File: config.mk
export PLATFORM = sky130hd
export DESIGN_NAME = dpc_defect_gen
export DESIGN_NICKNAME = d
export VERILOG_FILES = /design/src/rtl/dpc_pkg.sv /design/src/rtl/lfsr16.sv /design/src/rtl/dpc_defect_gen.sv
export SDC_FILE = /design/constraint.sdc
export NUM_CORES = 1
export LEC_CHECK = 0
export ABC_CLOCK_PERIOD_IN_PS = 4800
export BUFFER_PORTS_ARGS = -buffer_cell sky130_fd_sc_hd__buf_2
export CORE_MARGIN = 5
export CORE_UTILIZATION = 40
export CTS_CLUSTER_DIAMETER = 50
export DETAILED_ROUTE_END_ITERATION = 10
export GPL_TIMING_DRIVEN = 0
export PLACE_DENSITY = 0.57
export REMOVE_ABC_BUFFERS = 1
export SYNTH_ARGS = -nofsm -noshare
export SYNTH_HDL_FRONTEND = slang
export SYNTH_SLANG_ARGS = --single-unit
export TNS_END_PERCENT = 100
File: constraint.sdc
create_clock -name clk -period 4.8 [get_ports clk]
set_input_delay 1.44 -clock clk [delete_from_list [all_inputs] [get_ports clk]]
set_output_delay 1.44 -clock clk [all_outputs]
set_load 0.01 [all_outputs]
File: src/rtl/dpc_pkg.sv
// Shared types and constants for the DPC test-pattern / defect-injection source.
package dpc_pkg;

  typedef enum logic [1:0] {
    StIdle   = 2'd0,
    StActive = 2'd1,
    StHblank = 2'd2,
    StVblank = 2'd3
  } state_t;

  typedef enum logic [1:0] {
    PatFlat    = 2'd0,
    PatColRamp = 2'd1,
    PatChecker = 2'd2,
    PatRowRamp = 2'd3
  } pattern_t;

  localparam logic [15:0] LFSR_POLY = 16'hB400;
  localparam logic [23:0] HOT_PIX   = 24'hFFFFFF;
  localparam logic [23:0] COLD_PIX  = 24'h000000;

  // One right-shifting Galois step.
  function automatic logic [15:0] lfsr_step(input logic [15:0] cur);
    return cur[0] ? ((cur >> 1) ^ LFSR_POLY) : (cur >> 1);
  endfunction

endpackage

File: src/rtl/lfsr16.sv
// 16-bit Galois LFSR with seed load; an all-zero seed would lock up, so it maps to 1.
module lfsr16 import dpc_pkg::*; (
  input  logic        clk,
  input  logic        rst,
  input  logic        load,
  input  logic [15:0] seed,
  input  logic        adv,
  output logic [15:0] q
);

  logic [15:0] q_q, q_d;

  always_comb begin
    q_d = q_q;
    if (load) begin
      q_d = (seed == 16'h0000) ? 16'h0001 : seed;
    end else if (adv) begin
      q_d = lfsr_step(q_q);
    end
  end

  always_ff @(posedge clk) begin
    if (rst) begin
      q_q <= 16'h0001;
    end else begin
      q_q <= q_d;
    end
  end

  assign q = q_q;

endmodule

File: src/rtl/dpc_defect_gen.sv
// Streaming RGB frame source with LFSR-driven stuck-hot/cold pixel injection and
// a per-beat ground-truth defect flag.
module dpc_defect_gen import dpc_pkg::*; #(
  parameter int H           = 720,
  parameter int V           = 480,
  parameter int HBLANK      = 16,
  parameter int VBLANK      = 4,
  parameter int DEFECT_RATE = 4
) (
  input  logic        clk,
  input  logic        rst,
  input  logic        start,
  input  logic [1:0]  pattern_sel,
  input  logic        inj_en,
  input  logic [15:0] seed,
  input  logic        pixel_ready,
  output logic [23:0] pixel_data_out,
  output logic        pixel_valid,
  output logic        sof,
  output logic        eol,
  output logic        defect_flag,
  output logic        busy,
  output logic        frame_done
);

  localparam int CW   = (H > 1) ? $clog2(H) : 1;
  localparam int RW   = (V > 1) ? $clog2(V) : 1;
  localparam int BMAX = (HBLANK > VBLANK) ? HBLANK : VBLANK;
  localparam int BW   = (BMAX > 1) ? $clog2(BMAX) : 1;
  localparam logic [CW-1:0] COL_LAST = CW'(H - 1);
  localparam logic [RW-1:0] ROW_LAST = RW'(V - 1);
  localparam logic [2:0]    GAP_SAT  = 3'd4;

  state_t        state_q, state_d;
  pattern_t      pat_q, pat_d;
  logic          inj_q, inj_d;
  logic [CW-1:0] col_q, col_d;
  logic [RW-1:0] row_q, row_d;
  logic [BW-1:0] blank_q, blank_d;
  logic [2:0]    gap_q, gap_d;
  logic [23:0]   data_q, data_d;
  logic          valid_q, valid_d, sof_q, sof_d, eol_q, eol_d;
  logic          flag_q, flag_d, busy_q, busy_d, done_q, done_d;
  logic [15:0]   lfsr_q, b_lfsr;
  logic          lfsr_load, accept, load_cur, load_next, b_defect;
  logic [7:0]    b_base, col8, row8;

  assign lfsr_load = (state_q == StIdle) && start;
  assign accept    = valid_q && pixel_ready;

  lfsr16 u_lfsr (
    .clk  (clk),
    .rst  (rst),
    .load (lfsr_load),
    .seed (seed),
    .adv  (accept),
    .q    (lfsr_q)
  );

  // col_q/row_q/gap_q always describe the beat on the outputs (or about to be loaded).
  always_comb begin
    state_d   = state_q;
    pat_d     = pat_q;
    inj_d     = inj_q;
    col_d     = col_q;
    row_d     = row_q;
    blank_d   = blank_q;
    gap_d     = gap_q;
    load_cur  = 1'b0;
    load_next = 1'b0;
    unique case (state_q)
      StIdle: begin
        if (start) begin
          state_d = StActive;
          pat_d   = pattern_t'(pattern_sel);
          inj_d   = inj_en;
          col_d   = '0;
          row_d   = '0;
          gap_d   = GAP_SAT;
        end
      end
      StActive: begin
        if (!valid_q) begin
          load_cur = 1'b1;
        end else if (accept) begin
          if (col_q == COL_LAST) begin
            col_d   = '0;
            gap_d   = GAP_SAT;
            blank_d = '0;
            if (row_q == ROW_LAST) begin
              state_d = StVblank;
            end else begin
              state_d = StHblank;
              row_d   = row_q + 1'b1;
            end
          end else begin
            load_next = 1'b1;
            col_d     = col_q + 1'b1;
            gap_d     = flag_q ? 3'd0 : ((gap_q == GAP_SAT) ? GAP_SAT : gap_q + 3'd1);
          end
        end
      end
      StHblank: begin
        blank_d = blank_q + 1'b1;
        if (blank_q == BW'(HBLANK - 1)) begin
          state_d  = StActive;
          load_cur = 1'b1;
        end
      end
      StVblank: begin
        blank_d = blank_q + 1'b1;
        if (blank_q == BW'(VBLANK - 1)) begin
          state_d = StIdle;
        end
      end
      default: state_d = StIdle;
    endcase
  end

  // Next beat is built from the post-update position; the LFSR is looked ahead on accept.
  always_comb begin
    b_lfsr = load_next ? lfsr_step(lfsr_q) : lfsr_q;
    col8   = 8'(col_d);
    row8   = 8'(row_d);
    unique case (pat_q)
      PatFlat:    b_base = 8'h80;
      PatColRamp: b_base = col8;
      PatChecker: b_base = (col8[3] ^ row8[3]) ? 8'hC0 : 8'h40;
      PatRowRamp: b_base = row8;
      default:    b_base = 8'h80;
    endcase
    b_defect = inj_q && ({24'd0, b_lfsr[7:0]} < 32'(DEFECT_RATE)) && (gap_d >= GAP_SAT) &&
               (32'(col_d) >= 32'd2) && (32'(col_d) <= 32'(H - 3)) &&
               (32'(row_d) >= 32'd2) && (32'(row_d) <= 32'(V - 3));
  end

  always_comb begin
    data_d  = data_q;
    valid_d = valid_q;
    sof_d   = sof_q;
    eol_d   = eol_q;
    flag_d  = flag_q;
    if (load_cur || load_next) begin
      valid_d = 1'b1;
      data_d  = b_defect ? (b_lfsr[8] ? HOT_PIX : COLD_PIX) : {3{b_base}};
      sof_d   = (col_d == '0) && (row_d == '0);
      eol_d   = (col_d == COL_LAST);
      flag_d  = b_defect;
    end else if (accept) begin
      valid_d = 1'b0;
      data_d  = '0;
      sof_d   = 1'b0;
      eol_d   = 1'b0;
      flag_d  = 1'b0;
    end
    busy_d = (state_d != StIdle);
    done_d = (state_d == StVblank) && (blank_d == BW'(VBLANK - 1));
  end

  always_ff @(posedge clk) begin
    if (rst) begin
      state_q <= StIdle;
      pat_q   <= PatFlat;
      inj_q   <= 1'b0;
      col_q   <= '0;
      row_q   <= '0;
      blank_q <= '0;
      gap_q   <= GAP_SAT;
      data_q  <= '0;
      valid_q <= 1'b0;
      sof_q   <= 1'b0;
      eol_q   <= 1'b0;
      flag_q  <= 1'b0;
      busy_q  <= 1'b0;
      done_q  <= 1'b0;
    end else begin
      state_q <= state_d;
      pat_q   <= pat_d;
      inj_q   <= inj_d;
      col_q   <= col_d;
      row_q   <= row_d;
      blank_q <= blank_d;
      gap_q   <= gap_d;
      data_q  <= data_d;
      valid_q <= valid_d;
      sof_q   <= sof_d;
      eol_q   <= eol_d;
      flag_q  <= flag_d;
      busy_q  <= busy_d;
      done_q  <= done_d;
    end
  end

  assign pixel_data_out = data_q;
  assign pixel_valid    = valid_q;
  assign sof            = sof_q;
  assign eol            = eol_q;
  assign defect_flag    = flag_q;
  assign busy           = busy_q;
  assign frame_done     = done_q;

endmodule

# Word-level counts from Yosys, hierarchy flattened
# Index checks and enable logic that the tools add are counted.
# totals
out_inout_bits	30
register_bits	77
in_bits	23
elab_cells	115
# op_classes
n_lt_le_gt_ge	6
reduce_logical	21
n_bitwise	2
add_sub_neg	4
n_mux	53
eq_ne	14
# op_table
operator	count
24-bit 2-to-1 mux	4
16-bit 2-to-1 mux	4
9-bit 2-to-1 mux	6
10-bit 2-to-1 mux	4
8-bit case mux with 4 select lines	1
10-bit equality test, second input constant	2
10-bit case mux with 2 select lines	1
3-bit 2-to-1 mux	6
9-bit case mux with 2 select lines	1
16-bit zero test	1
1-bit 2-to-1 mux	12
2-bit 2-to-1 mux	6
4-bit 2-to-1 mux	3
10-bit by 1-bit adder with 10-bit output, second input constant	1
2-bit equality test, second input constant	5
10-bit by 2-bit >= comparator with 1-bit output, second input constant	1
10-bit <= comparator, second input constant	1
1-bit logical AND	10
10-bit zero test	1
9-bit by 1-bit adder with 9-bit output, second input constant	1
9-bit equality test, second input constant	1
9-bit by 2-bit >= comparator with 1-bit output, second input constant	1
9-bit <= comparator, second input constant	1
9-bit zero test	1
other kinds (20)	25

# Depth between registers and ports, before layout
# depth
depth_word	15
mapped_depth	13

# By module
# Synthesis repeated with hierarchy kept, for this count alone.
# hier_totals
hier_cells	510
area_unflattened_um2	4041.4
# by_module_without_submodules
module	n_inst	cells_per_inst	area_per_inst_um2
dpc_defect_gen	1	428	3246.9
lfsr16	1	82	794.5

# Least setup slack after synthesis
# Ideal clock, no wire load.
# synth_timing
kind	input to register
start	input port pixel_ready
end	register data_q[16] (netlist: pixel_data_out[16])
cell_stages	11
arrival_time_ns	4.129
setup_ns	0.086
t_required_ns	4.714
path_slack_ns	0.584
n_path_buf	3
path_cell_list	buf_4 nand4_1 or3_4 buf_6 o311a_2 a211oi_1 a2111oi_1 or4_1 buf_6 o21ba_4 a221oi_2
# synth_via
elab_chain_cells	14
# synth_rtl
item	line	rtl
start, declared	dpc_defect_gen.sv:16	input logic pixel_ready,
1-bit logical AND (*)	dpc_defect_gen.sv:49	assign accept = valid_q && pixel_ready;
1-bit 2-to-1 mux	dpc_defect_gen.sv:85	end else if (accept) begin
1-bit 2-to-1 mux	dpc_defect_gen.sv:83	if (!valid_q) begin
1-bit 2-to-1 mux	dpc_defect_gen.sv:71	unique case (state_q)
9-bit 2-to-1 mux	dpc_defect_gen.sv:122	b_lfsr = load_next ? lfsr_step(lfsr_q) : lfsr_q;
8-bit by 3-bit less-than comparator with 1-bit output	dpc_defect_gen.sv:132	b_defect = inj_q && ({24'd0, b_lfsr[7:0]} < 32'(DEFECT_RATE)) && (gap_d >= GAP_SAT) &&
1-bit logical AND (3 in series)	dpc_defect_gen.sv:132	
1-bit logical AND (2 in series)	dpc_defect_gen.sv:133	(32'(col_d) >= 32'd2) && (32'(col_d) <= 32'(H - 3)) &&
1-bit logical AND	dpc_defect_gen.sv:134	(32'(row_d) >= 32'd2) && (32'(row_d) <= 32'(V - 3));
24-bit 2-to-1 mux	dpc_defect_gen.sv:145	data_d = b_defect ? (b_lfsr[8] ? HOT_PIX : COLD_PIX) : {3{b_base}};
24-bit 2-to-1 mux	dpc_defect_gen.sv:143	if (load_cur || load_next) begin
end signal, assigned	dpc_defect_gen.sv:184	data_q <= data_d;
end, declared	dpc_defect_gen.sv:41	logic [23:0] data_q, data_d;
# Every way passes the cells marked *; elsewhere a longest branch is shown, timed or not.
# A chain may end at the register's enable or synchronous reset.

# Worst setup path after layout
# Same ends and word-level chain as after synthesis.

==> flow_results.org <==
** Floorplanning
- The core region is 9280 µm².
- Initial standard-cell utilization of the core :: 41.1%
- Die W :: 108 µm
- In this run the count of I/O pins placed on the die edge is 53.
- Measured along the y axis, the die boundary spans 108 µm.
- Number of rows created at floorplan :: 35
- Area of the die :: 11600 µm²

** Clock tree
- H-tree level count :: 3
- Longest Clk Path Bufs :: 2
- The number of clock buffers added by TritonCTS is 9.
- Post-CTS Setup Repair Bufs :: 0
- At the later pin of the worst-skew pair, clock insertion delay measures 0.33 ns.
- Clock-pin slew on the worst setup and hold paths :: 0.07 ns
- The cell sitting at the root of the clock tree is a sky130_fd_sc_hd__clkbuf_8.
- Clock tree from TritonCTS :: yes
- Num Clock Sinks :: 61

** Power
- Largest voltage drop on the vdd net :: 129 µV
- In this run the static leakage power is 1.53 nW.
- For this design the ratio of total power to cell area is 269 nW/µm².

** Timing
- Setup violations remaining at the end of the flow were counted as 0.
- Relative slew slack :: 19.5%
- Maximum clock frequency :: 0.221 GHz
- Minimum hold slack :: 0.469 ns
- Period utilization :: 94.1%
- After layout, the worst setup slack is 0.283 ns.
- RSZ-0062 raised after global routing :: no
- Worst slew pin tran :: 1.21 ns
- Final hold viol count :: 0
- The final-report max-slew violation count was 0.
- After layout, the minimum clock period comes to 4.52 ns.
- Worst Skew :: 0.0106 ns

** Setup path
- For the worst flop-to-flop path, the logic depth is 12.
- Start-to-end type of the worst setup path :: in -> reg
- In this run the critical register-to-register path is launched from state_q[1].
- Tracing the worst setup path back leads to its startpoint at pixel_ready.
- Walking the worst path, the cells encountered are buf_2 > nand4_1 > or3_4 > nand2_2 > a2bb2oi_1 > nand4b_1 > a221o_2 > or4_1 > o21ba_4 > a221oi_2.
- Reg2reg end :: pixel_data_out[16]
- Data on the critical path is required at its endpoint by 5.05 ns.
- The most critical setup path has its endpoint at pixel_data_out[16].
- The slowest stage of the critical path is the sky130_fd_sc_hd__or4_1 cell.
- In this design, the stage delay of the slowest critical-path cell is 0.63 ns.
- Data arrives at the worst endpoint at 4.76 ns.
- The worst setup path is launched from a primary input.
- Largest fanout on the critical path :: 12
- Register-to-register setup slack :: 0.43 ns
- Capturing element type of the critical path :: register

** Placement
- Summed over all nets, the half-perimeter wirelength after detailed placement is 6950 µm.
- Worst slack at placement :: -0.226 ns
- Routability-driven placement finished with a final weighted congestion of 0.929.
- Number of placed instances, taps included :: 623
- IO buf count :: 52
- Placed Instance Area :: 3960 µm²

** Final layout
- Area growth from synthesis to final layout :: 8.39%
- Util after Layout :: 44.6%
- The multi-input combinational cells in the finished layout cover a total of 2260 µm².
- Number of antenna repair diodes :: 0
- Post-route standard cell area excluding fillers :: 4140 µm²
- Footprint of the flip-flops and latches :: 1220 µm²
- For this run, the number of standard cells in the final layout without fillers is 639.
- Of the cells placed in the final design, the portion with a size suffix greater than 1 is 20.0%.
- Fill cell total of the finished layout :: 1011
- At the end of the flow, the number of nets in the layout was 537.

** Logic synthesis
- Area contributors post-synth :: sky130_fd_sc_hd__dfxtp_1 32%, sky130_fd_sc_hd__nand2_1 7.5%, sky130_fd_sc_hd__nor2_1 5.8%, sky130_fd_sc_hd__buf_4 3.5%, sky130_fd_sc_hd__a311oi_1 3.2%
- Syn avg cell area :: 7.88 µm²
- Cell variety after synth :: 69
- For this run, the leading register cell type out of synthesis is sky130_fd_sc_hd__dfxtp_1.
- Netlist area before placement :: 3820 µm²
- Fraction of the yosys area taken by sequential cells :: 32.0%
- During synthesis, Yosys emitted a total of 0 warnings.
- Post-synth EDFFs :: 0
- Most area-hungry cell type in the Yosys netlist :: sky130_fd_sc_hd__dfxtp_1
- Share of synthesized registers carrying an async set or reset :: 0%
- Flip-flop and latch count after synthesis :: 61
- The cell count after synthesis came out at 485.
- In this run the biggest area consumer among cell types represents 32.0% of the synthesized area.

** Drt
- For this run, design rule violations remaining after detail routing come to 0.
- The detail route stage leaves a number of antenna-violating nets equal to 0.
- The detailed router finished its first iteration with 199 violations.
- Sum of routed wire length over all layers :: 10000 µm
- The first detailed-routing pass ran for 4 iterations.
- Routed length per instance :: 15.7 µm
- Post-DR vias/cell :: 5.62
- Total via count in the routed design :: 3591

** GRT
- Entering global routing, the biggest net connects 60 pins.
- After global routing the overflow that remains totals 0.
- GRT Total Usage :: 17.7%
- The first global-routing pass estimated 16600 µm of wire.
- The number of global-route vias before repair came to 3320.
- Antenna violations before repair :: 0

** Worst hold path
- The path class of the tightest hold or removal check is reg -> reg.

** Outcome
- The run finished with clean final reports.

** Job
- Number of maximum-capacitance violations :: 0
flip-flops by register name, indices dropped and copies added (netlist names), 2 cells and up:
signal          count
pixel_data_out      8
row_q               9
u_lfsr.q           16
gap_q               3
col_q              10
blank_q             4
pat_q               2
state_q             2
through the flow:
step | TNS (ns) | power (W)
after global routing | 0 | 0.00117
after global placement | -3.89 | 0.000712
final | 0 | 0.00111
after CTS | 0 | 0.00113
after detailed placement | -1.42 | 0.000718
after floorplan | 0 | 0.000650
power breakdown:
part	total [W]	internal, W	switching, W
sequential	0.000548	0.000528	0.0000204
combinational	0.000158	0.0000611	0.0000970
clock	0.000408	0.000200	0.000208
timing repair:
item                                    CTS  global route
endpoints found under the setup margin    0             9
resized for setup                         0             3
hold buffers                              0             0
cell type report:
class | count | area share [%]
Timing Repair Buffer | 54 | 6.74
Tap cell | 129 | 3.90
Clock inverter | 4 | 0.574
Clock buffer | 12 | 3.51
Inverter | 13 | 1.18
Sequential cell | 61 | 29.5
Multi-Input combinational cell | 366 | 54.6
critical path: cells and delay by family:
kind                   cells  cell delay, ns
AND/OR/NAND/NOR            5            1.72
buffers and inverters      1            0.18
AO/OA/AOI/OAI              4            1.43
cell families (layout without fill, tap and decap cells):
| family | Yosys count | in the layout | synth area share [%] |
|---|---|---|---|
| simple gates | 227 | 227 | 29.3 |
| buf+inv | 58 | 83 | 9.20 |
| xor+xnor | 6 | 6 | 1.38 |
| mux | 11 | 11 | 2.92 |
| fa+ha+maj | 9 | 9 | 2.95 |
| compound gates | 113 | 113 | 22.3 |
| flops | 61 | 61 | 32.0 |
layer usage:
metal | vias up | track usage, % | part of all wire, %
met5 | - | 0 | 0
met2 | 73 | 28.3 | 46
met1 | 1722 | 24.1 | 49
met4 | 0 | 5.14 | 0.88
li1 | 1789 | - | -
met3 | 7 | 3.30 | 4.4
cell usage after synthesis, drive strengths merged (5+ instances only):
library cell   n
a211oi         7
nor2          59
clkbuf        19
or4            7
inv           13
nor4           9
ha             9
nand3         20
dfxtp         61
a31oi          9
a311oi        14
nor3          12
nand4          5
nand2b         7
buf           25
o21ai         14
xnor2          6
a21oi         24
mux2i         10
nand4b         6
a221oi         6
nand2         78
cells in the final DEF (no fill, tap or decap), types with 4 or more instances in the layout:
cell type	n
sky130_fd_sc_hd__nor4_1	9
sky130_fd_sc_hd__nand2b_1	7
sky130_fd_sc_hd__or4_1	6
sky130_fd_sc_hd__a31oi_1	9
sky130_fd_sc_hd__nand4_1	5
sky130_fd_sc_hd__nor2b_1	4
sky130_fd_sc_hd__nand4b_1	5
sky130_fd_sc_hd__mux2i_1	9
sky130_fd_sc_hd__a211oi_1	6
sky130_fd_sc_hd__nand3_1	19
sky130_fd_sc_hd__clkbuf_8	10
sky130_fd_sc_hd__or2_2	4
sky130_fd_sc_hd__xnor2_1	6
sky130_fd_sc_hd__a221oi_2	6
sky130_fd_sc_hd__buf_2	52
sky130_fd_sc_hd__nor3_1	11
sky130_fd_sc_hd__a21oi_1	24
sky130_fd_sc_hd__dfxtp_1	61
sky130_fd_sc_hd__inv_1	13
sky130_fd_sc_hd__nor2_1	59
sky130_fd_sc_hd__a311oi_1	14
sky130_fd_sc_hd__o21ai_0	14
sky130_fd_sc_hd__nand2_1	75
sky130_fd_sc_hd__ha_1	8
worst min path at each step:
stage                from  endpoint  slack (ns)  cells past startpoint
floorplan           inj_q     inj_q        0.43                      2
global placement    inj_q     inj_q        0.45                      2
detailed placement    eol       eol        0.46                      2
CTS                 inj_q     inj_q        0.47                      2
global route          sof       sof        0.50                      2
finish              inj_q     inj_q        0.47                      2
Power figures use the tool's default switching activity.
